$ cat src/rtl/alu_arbiter.sv
// Two-requester front end for a shared combinational ALU: core has default priority,
// debug is guaranteed a grant after STARVE_LIMIT consecutive contested core grants.
module alu_arbiter #(
    parameter int STARVE_LIMIT = 4,
    parameter int DATA_W       = 16
) (
    input  logic              i_clk,
    input  logic              i_rstn,
    input  logic              i_coreReq,
    input  logic [DATA_W-1:0] i_coreSrcA,
    input  logic [DATA_W-1:0] i_coreSrcB,
    input  logic              i_coreOpSel,
    output logic              o_coreGnt,
    output logic              o_coreValid,
    output logic [DATA_W-1:0] o_coreResult,
    input  logic              i_dbgReq,
    input  logic [DATA_W-1:0] i_dbgSrcA,
    input  logic [DATA_W-1:0] i_dbgSrcB,
    input  logic              i_dbgOpSel,
    output logic              o_dbgGnt,
    output logic              o_dbgValid,
    output logic [DATA_W-1:0] o_dbgResult,
    output logic [DATA_W-1:0] o_aluSrcA,
    output logic [DATA_W-1:0] o_aluSrcB,
    output logic              o_aluOpSel,
    input  logic [DATA_W-1:0] i_aluResult
);

    localparam logic [3:0] LIMIT = 4'(STARVE_LIMIT);

    logic [3:0] starve_cnt;
    logic       vld_p1;
    logic       owner_p1;
    logic       force_dbg;
    logic       any_gnt;

    function automatic logic [3:0] sat_inc(input logic [3:0] v);
        return (v >= LIMIT) ? LIMIT : v + 4'd1;
    endfunction

    // Stage 0: combinational arbitration, grants held low during reset
    always_comb begin
        force_dbg = i_coreReq && i_dbgReq && (starve_cnt == LIMIT);
        o_coreGnt = i_rstn && i_coreReq && !force_dbg;
        o_dbgGnt  = i_rstn && i_dbgReq && (!i_coreReq || force_dbg);
        any_gnt   = o_coreGnt || o_dbgGnt;
    end

    always_ff @(posedge i_clk) begin
        if (!i_rstn) begin
            vld_p1       <= 1'b0;
            owner_p1     <= 1'b0;
            o_aluSrcA    <= '0;
            o_aluSrcB    <= '0;
            o_aluOpSel   <= 1'b0;
            o_coreValid  <= 1'b0;
            o_dbgValid   <= 1'b0;
            o_coreResult <= '0;
            o_dbgResult  <= '0;
            starve_cnt   <= 4'd0;
        end else begin
            // Stage 1: winner's operands onto the ALU inputs; hold them when idle
            vld_p1 <= any_gnt;
            if (any_gnt) begin
                owner_p1   <= o_dbgGnt;
                o_aluSrcA  <= o_dbgGnt ? i_dbgSrcA   : i_coreSrcA;
                o_aluSrcB  <= o_dbgGnt ? i_dbgSrcB   : i_coreSrcB;
                o_aluOpSel <= o_dbgGnt ? i_dbgOpSel  : i_coreOpSel;
            end

            // Stage 2: capture the ALU result for its owner
            o_coreValid <= vld_p1 && !owner_p1;
            o_dbgValid  <= vld_p1 && owner_p1;
            if (vld_p1 && !owner_p1)
                o_coreResult <= i_aluResult;
            if (vld_p1 && owner_p1)
                o_dbgResult <= i_aluResult;

            if (!i_dbgReq || o_dbgGnt)
                starve_cnt <= 4'd0;
            else if (o_coreGnt)
                starve_cnt <= sat_inc(starve_cnt);
        end
    end

endmodule

$ cat config.mk
export PLATFORM = sky130hd
export DESIGN_NAME = alu_arbiter
export DESIGN_NICKNAME = d
export VERILOG_FILES = /design/src/rtl/alu_arbiter.sv
export SDC_FILE = /design/constraint.sdc
export NUM_CORES = 1
export LEC_CHECK = 0
export CORE_AREA = 5 5 72 123
export DETAILED_ROUTE_END_ITERATION = 10
export DIE_AREA = 0 0 77 128
export HOLD_SLACK_MARGIN = 0.05
export PLACE_DENSITY = 0.84
export SYNTH_ARGS = -nofsm -noshare
export SYNTH_HDL_FRONTEND = slang
export SYNTH_SLANG_ARGS = --single-unit
export TNS_END_PERCENT = 30
$ cat constraint.sdc
create_clock -name i_clk -period 4 [get_ports i_clk]
set_input_delay 0.4 -clock i_clk [delete_from_list [all_inputs] [get_ports i_clk]]
set_output_delay 0.4 -clock i_clk [all_outputs]
set_load 0.005 [all_outputs]
# [Word level (Yosys, flattened, before mapping)]
# Index checks and enable logic that the tools add are counted.
# Widths: inputs -> output; s select.
[op_classes] addsub=1 reduce_logical=16 magnitude_cmp=1 bitwise_logic=1 muxes=4 eq_ne=1
[op_table] cell="$mux 16" n=2
[op_table] cell="$logic_and 1x1->1" n=8
[op_table] cell="$add 4x1->4 const B" n=1
[op_table] cell="$eq 4x3->1 const B" n=1
[op_table] cell="$ge 4x3->1 const B" n=1
[op_table] cell="$logic_not 1->1" n=4
[op_table] cell="$mux 4" n=1
[op_table] cell="$logic_or 1x1->1" n=3
[op_table] cell="$reduce_or 2->1" n=1
[op_table] cell="$mux 1" n=1
[op_table] cell="$not 1->1" n=1
[totals] in_bits=86 ff_bits=73 output_inout_bits=69

# [Depth between registers and ports, before layout]
# Gate-level depths: netlist of run 1.
[depth] ltp_word=6 ltp_mapped=8 depth_no_buf=5

# [Least setup slack after synthesis of run 1]
# OpenSTA, ideal clock, no wires.
[synth_path] path_type="reg2out" startpoint="reg starve_cnt[0]" endpoint="out o_coreGnt" t_arrival_ps=1350 path_slack_ps=2250 stages_incl_launch_ff=9 required_ps=3600 n_path_buf=3 path_cell_list="dfxtp_1 inv_1 ha_1 and4b_1 buf_2 nand2b_4 buf_6 buf_12 nor2_2"
[synth_between] elab_chain_cells=4
[synth_lines] item="from (decl)" line="31" rtl="logic [3:0] starve_cnt;"
[synth_lines] item="from (signal assigned)" line="82" rtl="starve_cnt <= sat_inc(starve_cnt);"
[synth_lines] item="$eq 4x3->1" line="43" rtl="force_dbg = i_coreReq && i_dbgReq && (starve_cnt == LIMIT);"
[synth_lines] item="$logic_and 1x1->1" line="43"
[synth_lines] item="$logic_not 1->1" line="44" rtl="o_coreGnt = i_rstn && i_coreReq && !force_dbg;"
[synth_lines] item="$logic_and 1x1->1" line="44"
[synth_lines] item="to (decl)" line="13" rtl="output logic o_coreGnt,"
# Every way passes these cells.

# [Worst setup path after layout of run 1]
[layout_path] startpoint="in i_coreReq" endpoint="out o_coreGnt"
[layout_between] elab_chain_cells=4
[layout_lines] item="from (decl)" line="9" rtl="input logic i_coreReq,"
[layout_lines] item="$logic_and 1x1->1 (2 in a row)" line="43"
[layout_lines] item="$logic_not 1->1" line="44"
[layout_lines] item="$logic_and 1x1->1 (*)" line="44"
# Every way passes the cells marked *; elsewhere a longest branch is shown, timed or not.

==> results of run 1 <==
per-stage QoR:
stage / utilization / worst slack (ns) / cell area [sq um] / cells / hold slack, ns
final: 0.660 / 1.40 / 5150 / 591 / 0.454
after global routing: 0.660 / 1.26 / 5150 / 591 / 0.468
after detailed placement: 0.618 / 1.40 / 4820 / 575 / 0.448
after global placement: 0.618 / 1.39 / 4820 / 575 / 0.441
after CTS: 0.660 / 1.39 / 5150 / 591 / 0.456
after floorplan: - / 2.25 / 3310 / 355 / 0.453
routing by layer:
metal / wire, um / vias up / GRT usage
li1: - / 1467 / -
met1: 3310 / 1341 / 0.190
met2: 4850 / 135 / 0.329
met3: 725 / 24 / 0.0520
met4: 250 / 0 / 0.0881
met5: 0 / - / 0
kinds of logic (layout without fill, tap and decap cells):
family	count (synthesis)	count (layout)	synth area share
fa+ha+maj	2	2	0.00755
simple gates	115	115	0.167
buf+inv	32	178	0.0567
flops	73	73	0.441
mux	33	33	0.0997
compound gates	99	99	0.227
other cells	1	1	0.00113
layout make-up:
type	count	area (sq um)
clock buffers	10	239
fillers	639	2650
flip-flops and latches	73	1460
well taps	90	113
multi-input cells	250	1660
clock inverters	6	91.3
repair buffers	159	1570
inverters	3	11.3
power groups by stage:
stage / clock network [uW] / logic, uW / registers [uW]
floorplan: 0 / 152 / 809
global placement: 0 / 332 / 807
detailed placement: 0 / 338 / 808
CTS: 886 / 340 / 793
global route: 910 / 363 / 797
finish: 870 / 335 / 793
state kept, by name, indices dropped and copies added, names as in the netlist:
signal and cells:
o_aluSrcA 16, o_dbgValid 1, o_coreResult 16, o_coreValid 1, o_aluSrcB 16, o_aluOpSel 1, owner_p1 1, vld_p1 1
o_dbgResult 16, starve_cnt 4
path summary, 6_finish.rpt:
kind,to,slack (ns),depth (start not counted)
max reg2reg,o_aluSrcA[2]$_SDFFE_PN0P_,2.16,6
min,o_coreResult[3]$_SDFFE_PN0P_,0.45,2
min reg2reg,o_coreResult[3]$_SDFFE_PN0P_,0.45,2
max,o_coreGnt,1.40,5
worst min-delay path, delay by kind of cell (launching register included):
family / cells / cell delay, ns
DFF: 1 / 0.30
and+or+nand+nor: 1 / 0.05
AOI/OAI and AO/OA: 1 / 0.05
Yosys cell counts, drive strengths merged:
| cell | instances |
|---|---|
| dfxtp | 73 |
| nand2 | 66 |
| a21oi | 65 |
| nand2b | 35 |
| mux2i | 33 |
| o21ai | 33 |
| buf | 16 |
| clkbuf | 13 |
| nor2 | 5 |
| inv | 3 |
| nor3 | 3 |
| and3 | 2 |
| ha | 2 |
| nor2b | 2 |
| and2 | 1 |
| and4b | 1 |
| conb | 1 |
| o211a | 1 |
==> metrics.sh, run 1 <==
CTS_HTREE_LEVELS=3
CLOCK_INSERTION_DELAY_WORST_SKEW_NS=0.33
TIMING.CRITICAL_PATH.ARRIVAL_NS=2.20
ANTENNA_VIOLATIONS_BEFORE_REPAIR=0
POWER.COMBINATIONAL.FRACTION=0.168
WIRELENGTH_MM=9.14
POSTROUTEANTENNANETS=0
TIMING.CRITICAL_PATH.REQUIRED_NS=3.60
DRT-INITIAL-DRC-COUNT=114
SETUP.WORST_PATH.START_CLASS='input pin'
SLOWEST_STAGE='sky130_fd_sc_hd__clkdlybuf4s50_1'
MAX_SLEW_HEADROOM=0.227
MAXCLOCKFREQUENCY_GHz=0.384
MOST_REPEATED_LIBRARY_CELL_ON_THE_CRITICAL_PATH='sky130_fd_sc_hd__clkdlybuf4s50_1'
TIMING_HOLD_VIOLATIONS_FINAL=0
ROUTED_WIRE_LENGTH_PER_INSTANCE_UM=15.5
DIE-HEIGHT_UM=128
FLOORPLAN.ROWS=43
CTS_BUFFERS=9
SYNTH_SEQ_CELLS=73
POST_SYNTH_MAIN_AREA_CONTRIBUTORS='sky130_fd_sc_hd__dfxtp_1, sky130_fd_sc_hd__mux2i_1, sky130_fd_sc_hd__a21oi_4'
DETAIL_ROUTE.FIRST_PASS.ITERATIONS=4
CLOCK_POWER_SHARE=0.435
INITIAL_UTILIZATION=0.425
POST-LAYOUT-TOTAL-POWER_uW=2000
DRIVE_GT1_FRAC=0.108
REPORT.FINAL.SETUP_VIOL=0
FINAL_COMMON_CELL='sky130_fd_sc_hd__clkdlybuf4s50_1'
MOSTFREQUENTLAYOUTCELLS='sky130_fd_sc_hd__clkdlybuf4s50_1, sky130_fd_sc_hd__dfxtp_1, sky130_fd_sc_hd__nand2_1, sky130_fd_sc_hd__a21oi_1, sky130_fd_sc_hd__nand2b_1'
SYNTHESIS.AREA_SQ_MM=0.00331
DIE_AREA_SQ_MM=0.00986
PERIOD_NEEDED_NS=2.60
DR_TOTAL_VIAS=2967
GRT_FIRST_PASS_WIRELENGTH_MM=14.3
SYNTHESIZED_INSTANCE_COUNT=355
NUM_ANTENNA_CELLS=0
RUN_STATUS='finished, final reports clean'
CTS-ROOT-BUF='sky130_fd_sc_hd__clkbuf_16'
DRC=0
SLOWEST_DELAY_NS=0.52
FINCLKSKEW_NS=0.00794
POST-SYNTH-TOP-AREA-CELL='sky130_fd_sc_hd__dfxtp_1'
GRT_MAX_DEGREE=38
GPL.FINAL_WEIGHTED_CONGESTION=0.789
YOSYS.AREA.TOP_TYPE_SHARE=0.441
POWER.IR.VDD_WORST_uV=250
TIMING.CRITICAL_PATH.CELLS='clkdlybuf4s50_1, buf_4, nand2b_4, nor2_2, clkdlybuf4s50_1'
RR_STARTPOINT='starve_cnt[0]$_SDFFE_PP0P_'
CRITICAL_PATH.STARTPOINT='i_coreReq'
MIN-DELAY-START='o_coreResult[3]$_SDFFE_PN0P_'
NUM-NETS-FINAL=584
CP-END-KIND='output pin'
SEQUENTIALPOWERSHARE=0.397
PATH_MAX_FANOUT=37
CLKSLEWWORSTSETUPHOLDPATHS_NS=0.06
POST-CTS-SETUP-BUFFER-COUNT=0
FINALCRITPERIODSHARE=0.651
AREA_DELTA_SYNTH_FINAL_PCT=55.6
GRT_USE_TOTAL=0.182
NET-SWITCHING-POWER_uW=465
GRT_SETUP_UNREPAIRED='no'
YOSYS.CELL_TYPES.COUNT=27
DETAIL_ROUTE.VIAS_PER_CELL=5.02
CRITPATHBUFINV=3
TRITONCTS_CLOCK_TREE='yes'
CLK_PATH_BUF_DEPTH=2
SEQ_AREA_FRAC_SYNTH=0.441
TIGHTESTPINTRANSITION_NS=1.16
SYNTHESIS.AREA_PER_INSTANCE_SQ_UM=9.33
GLOBAL_ROUTE.OVERFLOW_TOTAL=0
P_INT_uW=1530
SLEW_VIOLATIONS=0
DESIGN.PORTCOUNT=155
P_LEAK_uW=0.00193
CTS_NUM_SINKS=73
FIN_TNS_SETUP_NS=0
MAX_CAP_VIOLATIONS=0
CRITICAL-PATH-TOP-DELAY-FAMILY='buffers and inverters'
VIAS_IN_THE_FIRST_GLOBAL_ROUTE=3044
POWER.SHARE.SWITCHING=0.233
POST_CTS_RESIZE_COUNT=0
CTS.HOLD.BUFFERS_ADDED=0
POWER_PER_CELL_AREA_mW_PER_MM2=388
DIE_W_UM=77
CORE_AREA_SQ_MM=0.00780
SYNTH_FP_NETS=443
HOLD_CRIT_PATH_TYPE='flip-flop to flip-flop'
CRITPATHKIND='input pin to output pin'
PORT-BUFFER-COUNT=154
DETAILED_PLACE_HPWL_MM=6.69
WARNINGS_SYNTHESIS=0
No activity file was read; power rests on OpenSTA's default activity.
==> run 2: changes to the inputs <==
--- a/config.mk
+++ b/config.mk
@@ -5,11 +5,11 @@
 export SDC_FILE = /design/constraint.sdc
 export NUM_CORES = 1
 export LEC_CHECK = 0
-export CORE_AREA = 5 5 72 123
+export CORE_AREA = 5 5 78 134
 export DETAILED_ROUTE_END_ITERATION = 10
-export DIE_AREA = 0 0 77 128
+export DIE_AREA = 0 0 83 139
 export HOLD_SLACK_MARGIN = 0.05
-export PLACE_DENSITY = 0.84
+export PLACE_DENSITY = 0.75
 export SYNTH_ARGS = -nofsm -noshare
 export SYNTH_HDL_FRONTEND = slang
 export SYNTH_SLANG_ARGS = --single-unit
==> constraint.sdc (replaced) <==
create_clock -name i_clk -period 2.1 [get_ports i_clk]
set_input_delay 0.21 -clock i_clk [delete_from_list [all_inputs] [get_ports i_clk]]
set_output_delay 0.21 -clock i_clk [all_outputs]
set_load 0.005 [all_outputs]
==> run 2 against run 1 <==
Net effect: global-route usage is 2.1 points lower; die area grew 17%; via count up 0.20%.
==> metrics.sh, run 2 (synthesis results as in run 1) <==
RUN_STATUS='finished, final reports clean'
DR_TOTAL_VIAS=2973  # +0.20%
DIE_AREA_SQ_MM=0.0115  # +17%
MULTI_INPUT_AREA_SQ_MM=0.00166  # unchanged
PLACED_CELLS_INCL_TAPS=612  # +6.4%
GRT_SETUP_UNREPAIRED='no'
TIMING_HOLD_VIOLATIONS_FINAL=0  # unchanged
FIN_CELLS=628  # +6.3%
CTS-ROOT-BUF='sky130_fd_sc_hd__clkbuf_16'
PORT-BUFFER-COUNT=154  # unchanged
DETAIL_ROUTE.FIRST_PASS.ITERATIONS=4  # unchanged
DIE-HEIGHT_UM=139  # +8.6%
TIMING.CRITICAL_PATH.ARRIVAL_NS=1.68  # -0.52 ns
MOSTFREQUENTLAYOUTCELLS='sky130_fd_sc_hd__clkdlybuf4s50_1, sky130_fd_sc_hd__dfxtp_1, sky130_fd_sc_hd__nand2_1, sky130_fd_sc_hd__a21oi_1, sky130_fd_sc_hd__nand2b_1'
POSTROUTEANTENNANETS=0  # unchanged
WIRELENGTH_MM=9.30  # +1.8%
POST-PLACE-WS_NS=0.328  # -1.07 ns
HOLD_CRIT_PATH_TYPE='input pin to flip-flop'
CTS_HTREE_LEVELS=3  # unchanged
FINAL_COMMON_CELL='sky130_fd_sc_hd__clkdlybuf4s50_1'
CORE_AREA_SQ_MM=0.00929  # +19%
FLOORPLAN.ROWS=47  # +9.3%
DETAILED_PLACE_HPWL_MM=7.24  # +8.3%
REPORT.FINAL.SETUP_VIOL=0  # unchanged
TIMING.CRITICAL_PATH.CELLS='inv_1, ha_1, and4b_1, nand2b_4, nor2b_1, dlygate4sd2_1'
CLKSLEWWORSTSETUPHOLDPATHS_NS=0.06  # about the same
CRITPATHBUFINV=2  # -1
NUM_ANTENNA_CELLS=0  # unchanged
POWER_PER_CELL_AREA_mW_PER_MM2=743  # +91%
GLOBAL_ROUTE.OVERFLOW_TOTAL=0  # unchanged
DIE_W_UM=83  # +7.8%
RR_STARTPOINT='starve_cnt[0]$_SDFFE_PP0P_'
DRIVE_GT1_FRAC=0.117  # +0.00882
TIMING.CRITICAL_PATH.REQUIRED_NS=1.89  # -1.71 ns
SETUP.WORST_PATH.START_CLASS='flip-flop'
TRITONCTS_CLOCK_TREE='yes'
CRITPATHKIND='flip-flop to output pin'
AREA.SEQUENTIAL_SQ_MM=0.00146  # unchanged
MIN-DELAY-START='i_dbgReq'
GRT_MAX_DEGREE=37  # -2.6%
DETAIL_ROUTE.VIAS_PER_CELL=4.73  # -5.7%
CTS_NUM_SINKS=73  # unchanged
CP-END-KIND='output pin'
CRITICAL-PATH-TOP-DELAY-FAMILY='simple AND/OR/NAND/NOR gates'
INITIAL_UTILIZATION=0.356  # -0.0681
FINALWORSTSETUPSLACK_NS=0.206  # -1.19 ns
CLK_PATH_BUF_DEPTH=2  # unchanged
CTS.HOLD.BUFFERS_ADDED=0  # unchanged
ANTENNA_VIOLATIONS_BEFORE_REPAIR=0  # unchanged
GPL.FINAL_WEIGHTED_CONGESTION=0.732  # -7.3%
PERIOD_NEEDED_NS=1.89
FINALCRITPERIODSHARE=0.902
CLOCK_INSERTION_DELAY_WORST_SKEW_NS=0.33  # about the same
ROUTED_WIRE_LENGTH_PER_INSTANCE_UM=14.8  # -4.2%
GRT_FIRST_PASS_WIRELENGTH_MM=15.2  # +6.2%
P_LEAK_uW=0.00197  # +2.0%
SLOWEST_STAGE='sky130_fd_sc_hd__dfxtp_1'
POWER.IR.VDD_WORST_uV=615  # +150%
MAX_CAP_VIOLATIONS=0  # unchanged
DRT-INITIAL-DRC-COUNT=80  # -30%
TIGHTESTPINTRANSITION_NS=0.730  # -0.426 ns
GRT_USE_TOTAL=0.161  # -0.0208
CTS_BUFFERS=9  # unchanged
SLOWEST_DELAY_NS=0.34  # -0.18 ns
PATH_MAX_FANOUT=4  # -89%
NUM-NETS-FINAL=589  # +0.86%
SLEW_VIOLATIONS=0  # unchanged
DRC=0  # unchanged
CRITICAL_PATH.STARTPOINT='starve_cnt[0]$_SDFFE_PP0P_'
AREA_DELTA_SYNTH_FINAL_PCT=58.2
POST-LAYOUT-TOTAL-POWER_uW=3890  # +95%
DESIGN.PORTCOUNT=155  # unchanged
FINCLKSKEW_NS=0.00606  # -0.00188 ns
MAX_SLEW_HEADROOM=0.513  # +0.286
VIAS_IN_THE_FIRST_GLOBAL_ROUTE=2996  # -1.6%
FILLERS=865  # +35%
POST-CTS-SETUP-BUFFER-COUNT=0  # unchanged
FIN_TNS_SETUP_NS=0  # unchanged
MAXCLOCKFREQUENCY_GHz=0.528
==> run 2: changes by cell type in the layout (fill, tap and decap cells not counted) <==
cell | before | now
sky130_fd_sc_hd__clkinv_2 | 1 | 2
sky130_fd_sc_hd__buf_4 | 5 | 10
sky130_fd_sc_hd__clkinv_4 | 3 | 1
sky130_fd_sc_hd__dlygate4sd2_1 | 0 | 2
sky130_fd_sc_hd__clkdlybuf4s50_1 | 153 | 151
sky130_fd_sc_hd__bufinv_16 | 2 | 3
sky130_fd_sc_hd__inv_6 | 0 | 1
sky130_fd_sc_hd__clkbuf_8 | 1 | 0
==> run 2: metrics by stage <==
stage / hold slack (ns) / instance area [sq um] / util
finish: 0.227 / 5240 / 0.564
global placement: 0.442 / 4900 / 0.527
global route: 0.254 / 5240 / 0.564
floorplan: 0.346 / 3310 / -
detailed placement: 0.446 / 4900 / 0.527
CTS: 0.213 / 5240 / 0.564
==> run 2: where the power goes <==
part | internal [uW] | total [uW] | switching [uW]
Combinational | 383 | 642 | 258
Clock | 1160 | 1740 | 581
Sequential | 1470 | 1510 | 41.7
Total | 3010 | 3890 | 881
==> run 2: final timing paths <==
check                                  to  slack, ns  cells past startpoint
max                              o_dbgGnt       0.21                      6
min            starve_cnt[2]$_SDFFE_PP0P_       0.23                      3
max reg2reg    o_aluSrcB[15]$_SDFFE_PN0P_       0.55                      6
min reg2reg  o_coreResult[3]$_SDFFE_PN0P_       0.45                      2
==> run 2: final cells by class <==
class	count	area share
flip-flops and latches	73	0.279
inverters	3	0.00215
multi-input cells	250	0.317
repair buffers	164	0.307
well taps	122	0.0291
clock buffers	9	0.0430
clock inverters	7	0.0224
==> run 2: per-layer routing <==
metal | global-route usage | vias to the layer above | routed length, um
met1 | 0.164 | 1365 | 3340
met2 | 0.305 | 126 | 5060
li1 | - | 1472 | -
met3 | 0.0600 | 10 | 802
met4 | 0.0413 | 0 | 108
met5 | 0 | - | 0
==> run 2: repair_timing <==
action                                  CTS  global route
endpoints found under the setup margin    2             0
gates resized for setup                   2             0
endpoints found under the hold margin     0             0
==> run 2: worst min-delay path, delay by kind of cell <==
family	cells	cell delay [ns]
simple gates	2	0.17
buf+inv	1	0.12
==> run 3: changes to the inputs <==
--- a/config.mk
+++ b/config.mk
@@ -13,4 +13,4 @@
 export SYNTH_ARGS = -nofsm -noshare
 export SYNTH_HDL_FRONTEND = slang
 export SYNTH_SLANG_ARGS = --single-unit
-export TNS_END_PERCENT = 30
+export TNS_END_PERCENT = 20
==> results of run 3 <==
No change in the layout: final DEF, timing and power equal those of run 2.
